File: src/rtl/reg_file_wb_pkg.sv
// -----------------------------------------------------------------------------
// reg_file_wb_pkg
// Shared constants and types for the register file and its ALU neighbours.
//   WIDTH     : datapath width (matches ALU DATA1/DATA2/RESULT)
//   NREG      : number of architectural registers
//   ADDR_W    : register address width, log2(NREG)
//   stage_t   : one-entry write-back staging record (valid, addr, data, zero)
//   BYPASS_EN : 1 when read forwarding from the staging register is built in.
// Optional feature macro: REG_BYPASS_EN (define to enable read forwarding).
// -----------------------------------------------------------------------------
package reg_file_wb_pkg;

    localparam int WIDTH  = 8;
    localparam int NREG   = 8;
    localparam int ADDR_W = $clog2(NREG);

`ifdef REG_BYPASS_EN
    localparam logic BYPASS_EN = 1'b1;
`else
    localparam logic BYPASS_EN = 1'b0;
`endif

    typedef struct packed {
        logic              valid;
        logic [ADDR_W-1:0] addr;
        logic [WIDTH-1:0]  data;
        logic              zero;
    } stage_t;

    localparam stage_t STAGE_RESET = '{valid: 1'b0, addr: {ADDR_W{1'b0}},
                                       data: {WIDTH{1'b0}}, zero: 1'b0};

endpackage : reg_file_wb_pkg

File: src/rtl/reg_read_port.sv
// -----------------------------------------------------------------------------
// reg_read_port
// One combinational read port: array decode plus optional forwarding from
// the staging register.
// Ports:
//   regs_i  : current architectural register array contents
//   addr_i  : read address
//   stg_i   : staging record (uncommitted write)
//   data_o  : read data (array value, or staged data when forwarding applies)
//   match_o : addr_i hits a valid uncommitted write
// Behaviour depends on REG_BYPASS_EN through reg_file_wb_pkg::BYPASS_EN.
// -----------------------------------------------------------------------------
module reg_read_port
    import reg_file_wb_pkg::*;
(
    input  logic [WIDTH-1:0]  regs_i [NREG],
    input  logic [ADDR_W-1:0] addr_i,
    input  stage_t            stg_i,
    output logic [WIDTH-1:0]  data_o,
    output logic              match_o
);

    logic fwd_s;

    // Address decode, hit detection against the pending write, and output mux.
    always_comb begin
        match_o = stg_i.valid & (addr_i == stg_i.addr);
        // In the non-forwarding build the select is constant 0 and the mux
        // collapses to a plain array read.
        fwd_s   = BYPASS_EN & match_o;
        if (fwd_s) begin
            data_o = stg_i.data;
        end else begin
            data_o = regs_i[addr_i];
        end
    end

endmodule : reg_read_port

File: src/rtl/reg_file_wb.sv
// -----------------------------------------------------------------------------
// reg_file_wb
// Eight-entry, 8-bit register file with a one-entry write-back staging
// register between the ALU result and the array. A write sampled at edge N
// is held in the staging register and commits to the array at edge N+1.
// Ports:
//   CLK, RESET_N          : clock, asynchronous active-low reset
//   IN, IN_ZERO           : ALU RESULT and ZERO flag to be written
//   INADDRESS, WRITE      : destination register and write request
//   OUT1ADDRESS/OUT1      : read port 1 (ALU DATA1)
//   OUT2ADDRESS/OUT2      : read port 2 (ALU DATA2)
//   ZERO_FLAG             : ZERO of the most recently committed write
//   HAZARD                : read hits an uncommitted write (non-forwarding build)
//   BUSY                  : staging register holds an uncommitted write
// Optional feature macro: REG_BYPASS_EN -- forward staged data to the read
// ports and tie HAZARD low.
// -----------------------------------------------------------------------------
module reg_file_wb
    import reg_file_wb_pkg::*;
(
    input  logic              CLK,
    input  logic              RESET_N,
    input  logic [WIDTH-1:0]  IN,
    input  logic              IN_ZERO,
    input  logic [ADDR_W-1:0] INADDRESS,
    input  logic              WRITE,
    input  logic [ADDR_W-1:0] OUT1ADDRESS,
    input  logic [ADDR_W-1:0] OUT2ADDRESS,
    output logic [WIDTH-1:0]  OUT1,
    output logic [WIDTH-1:0]  OUT2,
    output logic              ZERO_FLAG,
    output logic              HAZARD,
    output logic              BUSY
);

    logic [WIDTH-1:0] regs_q [NREG];
    stage_t           stg_q;
    stage_t           stg_d;
    logic             zero_q;
    logic             match1_s;
    logic             match2_s;

    // Next staging record: capture a new write, otherwise just drop valid.
    always_comb begin
        stg_d = stg_q;
        if (WRITE) begin
            stg_d.valid = 1'b1;
            stg_d.addr  = INADDRESS;
            stg_d.data  = IN;
            stg_d.zero  = IN_ZERO;
        end else begin
            stg_d.valid = 1'b0;
        end
    end

    // Staging register and ZERO flag; the previous staged write commits on
    // the same edge that may load the next one.
    always_ff @(posedge CLK or negedge RESET_N) begin
        if (!RESET_N) begin
            stg_q  <= STAGE_RESET;
            zero_q <= 1'b0;
        end else begin
            stg_q <= stg_d;
            if (stg_q.valid) begin
                zero_q <= stg_q.zero;
            end else begin
                zero_q <= zero_q;
            end
        end
    end

    // Register array commit from the staging register.
    always_ff @(posedge CLK or negedge RESET_N) begin
        if (!RESET_N) begin
            for (int i = 0; i < NREG; i++) begin
                regs_q[i] <= {WIDTH{1'b0}};
            end
        end else begin
            if (stg_q.valid) begin
                regs_q[stg_q.addr] <= stg_q.data;
            end else begin
                regs_q[stg_q.addr] <= regs_q[stg_q.addr];
            end
        end
    end

    reg_read_port u_rd1 (
        .regs_i  (regs_q),
        .addr_i  (OUT1ADDRESS),
        .stg_i   (stg_q),
        .data_o  (OUT1),
        .match_o (match1_s)
    );

    reg_read_port u_rd2 (
        .regs_i  (regs_q),
        .addr_i  (OUT2ADDRESS),
        .stg_i   (stg_q),
        .data_o  (OUT2),
        .match_o (match2_s)
    );

    // Status outputs; HAZARD is forced low when forwarding resolves the hit.
    always_comb begin
        BUSY      = stg_q.valid;
        ZERO_FLAG = zero_q;
        HAZARD    = ~BYPASS_EN & (match1_s | match2_s);
    end

endmodule : reg_file_wb
File: config.mk
export PLATFORM = sky130hd
export DESIGN_NAME = reg_file_wb
export DESIGN_NICKNAME = d
export VERILOG_FILES = /design/src/rtl/reg_file_wb_pkg.sv /design/src/rtl/reg_read_port.sv /design/src/rtl/reg_file_wb.sv
export SDC_FILE = /design/constraint.sdc
export NUM_CORES = 1
export LEC_CHECK = 0
export ABC_AREA = 1
export ABC_CLOCK_PERIOD_IN_PS = 1600
export CORE_ASPECT_RATIO = 0.6
export CORE_MARGIN = 8
export CORE_UTILIZATION = 55
export DETAILED_ROUTE_END_ITERATION = 10
export PLACE_DENSITY_LB_ADDON = 0.08
export RECOVER_POWER = 100
export SYNTH_ARGS = -nofsm -noshare
export SYNTH_HDL_FRONTEND = slang
export SYNTH_HIERARCHICAL = 1
export SYNTH_SLANG_ARGS = --single-unit
File: constraint.sdc
create_clock -name CLK -period 1.6 [get_ports CLK]
set_input_delay 0.24 -clock CLK [delete_from_list [all_inputs] [get_ports CLK]]
set_output_delay 0.24 -clock CLK [all_outputs]
set_load 0.05 [all_outputs]
## Yosys cells after proc, flatten, opt, wreduce, memory -nomap -nowiden

Index checks and enable logic that the tools add are counted.
W data, S select, Z words.

| cells by class | value |
|---|---|
| mux-type cells | 15 |
| magnitude comparators | 4 |
| reductions and logical operators | 1 |
| bitwise operators | 6 |
| eq/ne operators | 2 |

Operators with widths:

| kind | number |
|---|---|
| $bwmux W64 | 2 |
| $bmux W8 S3 | 3 |
| $mux W64 | 1 |
| $mux W8 | 7 |
| $demux W8 S3 | 1 |
| $ge A4 B4 Y1 const B | 3 |
| $not A3 Y4 | 3 |
| $eq A3 B3 Y1 | 2 |
| $lt A4 B1 Y1 const B | 1 |
| $and A1 B1 Y1 | 2 |
| $logic_and A1 B1 Y1 | 1 |
| $mux W1 | 1 |
| $or A1 B1 Y1 | 1 |

| storage, ports and cells | value |
|---|---|
| bits of input ports | 21 |
| logic and storage cells | 41 |
| register bits after elaboration | 78 |
| output and inout bits | 19 |

## Depth between registers and ports, before layout

| logic depth | value |
|---|---|
| depth after elaboration | 7 |
| gate-level depth with buffers | 10 |
| gate-level depth less buffers | 8 |

## Cells and area by module

The synthesis kept the hierarchy.

Modules (own cells, without submodules):

| module | cells an instance | seq. area each (sq um) | area each (sq um) | instances |
|---|---|---|---|---|
| reg_file_wb | 538 | 1951.9 | 4097.7 | 1 |
| reg_read_port | 222 | 0.0 | 978.4 | 2 |

## Least setup slack after synthesis

OpenSTA, ideal clock, no wires.

| path | value |
|---|---|
| path type | register to register |
| start | reg stg_q (netlist bit BUSY) |
| end | reg regs_q[20] (netlist bit) |
| buffers on the path | 2 |
| clock period less this slack | 1.606 ns |
| arrival time | 1.489 ns |
| required time | 1.484 ns |
| path slack | -0.006 ns |
| library setup time | 0.116 ns |
| stages on the path, launching flop included | 8 |
| path through | dfrtp_1 -> buf_2 -> inv_1 -> clkbuf_1 -> nor2_1 -> nor2_1 -> nand2_1 -> nand2_1 |

| between the ends | value |
|---|---|
| longest elaborated chain between the ends | 1 |

RTL lines:

| element | line | RTL |
|---|---|---|
| from (decl) | reg_file_wb.sv:37 | `stage_t stg_q;` |
| from (signal assigned) | reg_file_wb.sv:63 | `stg_q <= stg_d;` |
| $mux W64 | reg_file_wb.sv:79 | `if (stg_q.valid) begin` |
| to (signal, indexed assignment) | reg_file_wb.sv:76 | `regs_q[i] <= {WIDTH{1'b0}};` |
| to (signal, indexed assignment) | reg_file_wb.sv:80 | `regs_q[stg_q.addr] <= stg_q.data;` |
| to (signal, indexed assignment) | reg_file_wb.sv:82 | `regs_q[stg_q.addr] <= regs_q[stg_q.addr];` |
| to (decl) | reg_file_wb.sv:36 | `logic [WIDTH-1:0] regs_q [NREG];` |

No other way between the ends.
A chain may end at the register's enable or synchronous reset.

## Worst setup path in the final report

| path | value |
|---|---|
| start | reg regs_q[47] (netlist bit) |
| end | out OUT2[7] |

| between the ends | value |
|---|---|
| longest elaborated chain between the ends | 3 |

RTL lines:

| element | line | RTL |
|---|---|---|
| $bmux W8 S3 | reg_read_port.sv:34 | `data_o = regs_i[addr_i];` |
| $mux W8 (not written as such) (2 in a row) | reg_read_port.sv:34 |  |
| to (decl) | reg_file_wb.sv:30 | `output logic [WIDTH-1:0] OUT2,` |

No other way between the ends. The select of a mux whose other input is x is not followed.

==> summary.md <==
| Metric | Value |
|---|---|
| Drt initial violations | `1164` |
| Initial antenna violation count | `0` |
| Synth top area share | `32.2%` |
| Warnings from Yosys | `6` |
| Total Power | `10600 uW` |
| Final setup fails | `21` |
| Netlist cell types | `27` |
| Final net count | `1131` |
| Num CTS Buffers | `9` |
| DIE AREA | `14700 um^2` |
| Clock sink count | `78` |
| Setup ws final | `-90.6 ps` |
| Syn-to-layout area delta | `39.0%` |
| Routability cong. | `0.970` |
| Drt drc | `0` |
| Antenna viol nets, final | `0` |
| DRT Wirelength | `23400 um` |
| Total number of vias | `7210` |
| Worst setup path class | `flop to primary output` |
| Core Area | `10600 um^2` |
| Max-Slew Margin vs Limit | `43.5%` |
| Setup TNS | `-570 ps` |
| Max cap viols | `0` |
| Hold/Removal Path Class | `input pin to async pin` |
| Fin util | `79.1%` |
| PwrDens | `1260 nW/um^2` |
| Sequential Area | `2000 um^2` |
| Crit share post-route | `106%` |
| Die height | `97.3 um` |
| TritonCTS clock tree | `done` |
| Synthesized cell area | `6050 um^2` |
| Fmax | `591 MHz` |
| RSZ-0062 raised after global routing | `yes` |
| Slew Viols, Final | `0` |
| Critical-path top delay cell | `dfrtp_2` |
| FF+latch count, synth | `78` |
| Fraction of layout cells with a size suffix above 1 | `33.8%` |
| First-pass GRT wire length | `35200 um` |
| H-tree depth | `3` |
| Fill cells | `753` |
| GRT Total Usage | `30.7%` |
| Pin count of the biggest net entering global routing | `49` |
| Antenna cell count | `0` |
| Largest cells by area after synthesis | `dfrtp_1, nand2_1, nand3_1, inv_1, nor2_1` |
| CP required | `1360 ps` |
| Violated checks | `negative setup slack` |
| Worst skew pair latency | `350 ps` |
| Syn_nets | `1003` |
| Num rows | `29` |
| Hold WS | `407 ps` |
| Clock buffer depth | `2` |
| Root Buffer | `clkbuf_16` |
| Final min period | `1690 ps` |
| Critical Path Start Type | `flop` |
| Critical Path AT | `1450 ps` |
| Starting density of the core | `56.9%` |
| Syn Inst Count | `982` |
| CP Capture Type | `primary output` |
| Multi-input logic area | `3340 um^2` |
| Die X | `151 um` |
| Vias in the first global route | `6409` |
| Final Hold Fails | `0` |
| WL/cell | `18.7 um` |
| Drt pass-1 iters | `6` |
| Synth area leader | `dfrtp_1` |
| Actual slew at the worst max-slew pin | `848 ps` |
| Static leakage | `0.00440 uW` |
| CTS clk-pin slew, worst paths | `70 ps` |
| I/O pin total | `40` |
| HPWL after detailed placement | `15700 um` |
| Cell breakdown of the critical path | `inv_1, nand2_2, nand3_1, nand2_1, nand2_2, nand2_4, buf_12` |
| Sequential-to-total area share from yosys stat | `32.2%` |
| Worst VDD drop | `0.915 mV` |
| Status | `finished, violations left` |
| Clock skew | `10.5 ps` |
| Average size of a mapped cell | `6.17 um^2` |
| PortBufs | `39` |
| Crit-path max cell delay | `460 ps` |
| CP dominant cell by count | `nand2_2` |
| GRT overflow | `0` |
| Via density per instance | `5.75` |
| Worst Path Max Fanout | `4` |
-- logic make-up after synthesis --
kind of cell	share of synthesized area, %
simple gates	43.4
buf+inv	17.1
flops	32.2
compound gates	5.50
mux	1.49
xor+xnor	0.289
-- routing by layer --
layer / vias to the layer above / global-route usage [%] / wire (um)
met3: 87 / 7.53 / 3550
met5: - / 0 / 0
met2: 565 / 42.6 / 9860
met1: 3314 / 45.4 / 9480
li1: 3244 / - / -
met4: 0 / 9.01 / 541
-- report_power, final --
part	leakage [uW]	switching [uW]	internal, uW	total (uW)
Sequential	0.000925	1110	2630	3740
Clock	0.000153	856	1380	2230
Combinational	0.00332	2620	2030	4660
-- sequential cells by signal, indices dropped and copies added (netlist names) --
signal     flops
ZERO_FLAG      1
stg_q         12
regs_q        64
BUSY           1
-- final timing paths --
| kind | from | cells after the start | slack, ps | endpoint |
|---|---|---|---|---|
| max in group asynchronous | RESET_N | 3 | 140 | regs_q[20]$_DFFE_PN0N_ |
| max | regs_q[47]$_DFFE_PN0N_ | 7 | -90 | OUT2[7] |
| min in group CLK | INADDRESS[1] | 3 | 450 | stg_q[10]$_DFFE_PN0P_ |
| max reg2reg | stg_q[9]$_DFFE_PN0P_ | 9 | -40 | regs_q[35]$_DFFE_PN0N_ |
| min reg2reg | stg_q[0]$_DFFE_PN0P_ | 2 | 530 | stg_q[0]$_DFFE_PN0P_ |
| min | RESET_N | 2 | 410 | stg_q[2]$_DFFE_PN0P_ |
-- critical path: cells and delay by family (launching register included) --
kind | cells | cell delay, ps
simple gates | 5 | 440
buf+inv | 2 | 210
flops | 1 | 460
-- placed cells by master (no fill, tap or decap), drive strengths merged, types with 3 or more instances in the layout --
| cell type | instances |
|---|---|
| dlygate4sd2 | 3 |
| clkbuf | 16 |
| nand2 | 413 |
| inv | 176 |
| nand4 | 3 |
| nor2 | 73 |
| mux2 | 8 |
| nand3 | 127 |
| clkinv | 4 |
| dfrtp | 78 |
| o211ai | 33 |
| clkdlybuf4s50 | 12 |
| buf | 139 |
| o21ai | 17 |
-- stage by stage --
| stage | setup WS, ps | instances | cell area (um^2) |
|---|---|---|---|
| 2_1_floorplan | 147 | 982 | 6060 |
| 3_3_place_gp | -265 | 1194 | 7310 |
| 3_5_place_dp | -266 | 1194 | 7310 |
| 4_1_cts | -87.4 | 1229 | 7960 |
| 5_1_grt | -148 | 1254 | 8410 |
| 6_report | -90.6 | 1254 | 8410 |
-- cell usage after synthesis --
| cell | count |
|---|---|
| nor2_1 | 66 |
| clkinv_1 | 2 |
| inv_6 | 2 |
| inv_4 | 2 |
| nor2_8 | 1 |
| dfrtp_1 | 78 |
| buf_2 | 13 |
| nand2_2 | 24 |
| clkbuf_1 | 9 |
| o21ai_1 | 2 |
| nand2_4 | 1 |
| nand3_2 | 1 |
| buf_6 | 16 |
| or2_2 | 1 |
| nor2_2 | 2 |
| nor2_4 | 4 |
| o21ai_0 | 15 |
| inv_1 | 165 |
| mux2_2 | 8 |
| nor3_2 | 2 |
| nand3_1 | 126 |
| inv_2 | 6 |
| o211ai_1 | 33 |
| nand4_1 | 3 |
| nand2_1 | 388 |
| xor2_1 | 2 |
| buf_4 | 10 |
-- what timing repair did --
action,CTS,global route
gates resized for setup,63,144
hold buffers,1,0
gates cloned,3,2
hold endpoints to repair,19,0
setup endpoints to repair,25,52
setup buffers,15,25
pin swaps,13,72
-- cell type report --
type	instances	area share [%]
Multi-Input combinational cell	679	39.7
Inverter	177	8.33
Timing Repair Buffer	164	22.1
Tap cell	139	2.07
Clock inverter	6	1.12
Timing Repair inverter	1	0.104
Clock buffer	10	2.72
Sequential cell	78	23.8
Note: power is estimated with default switching activity, not from simulation.
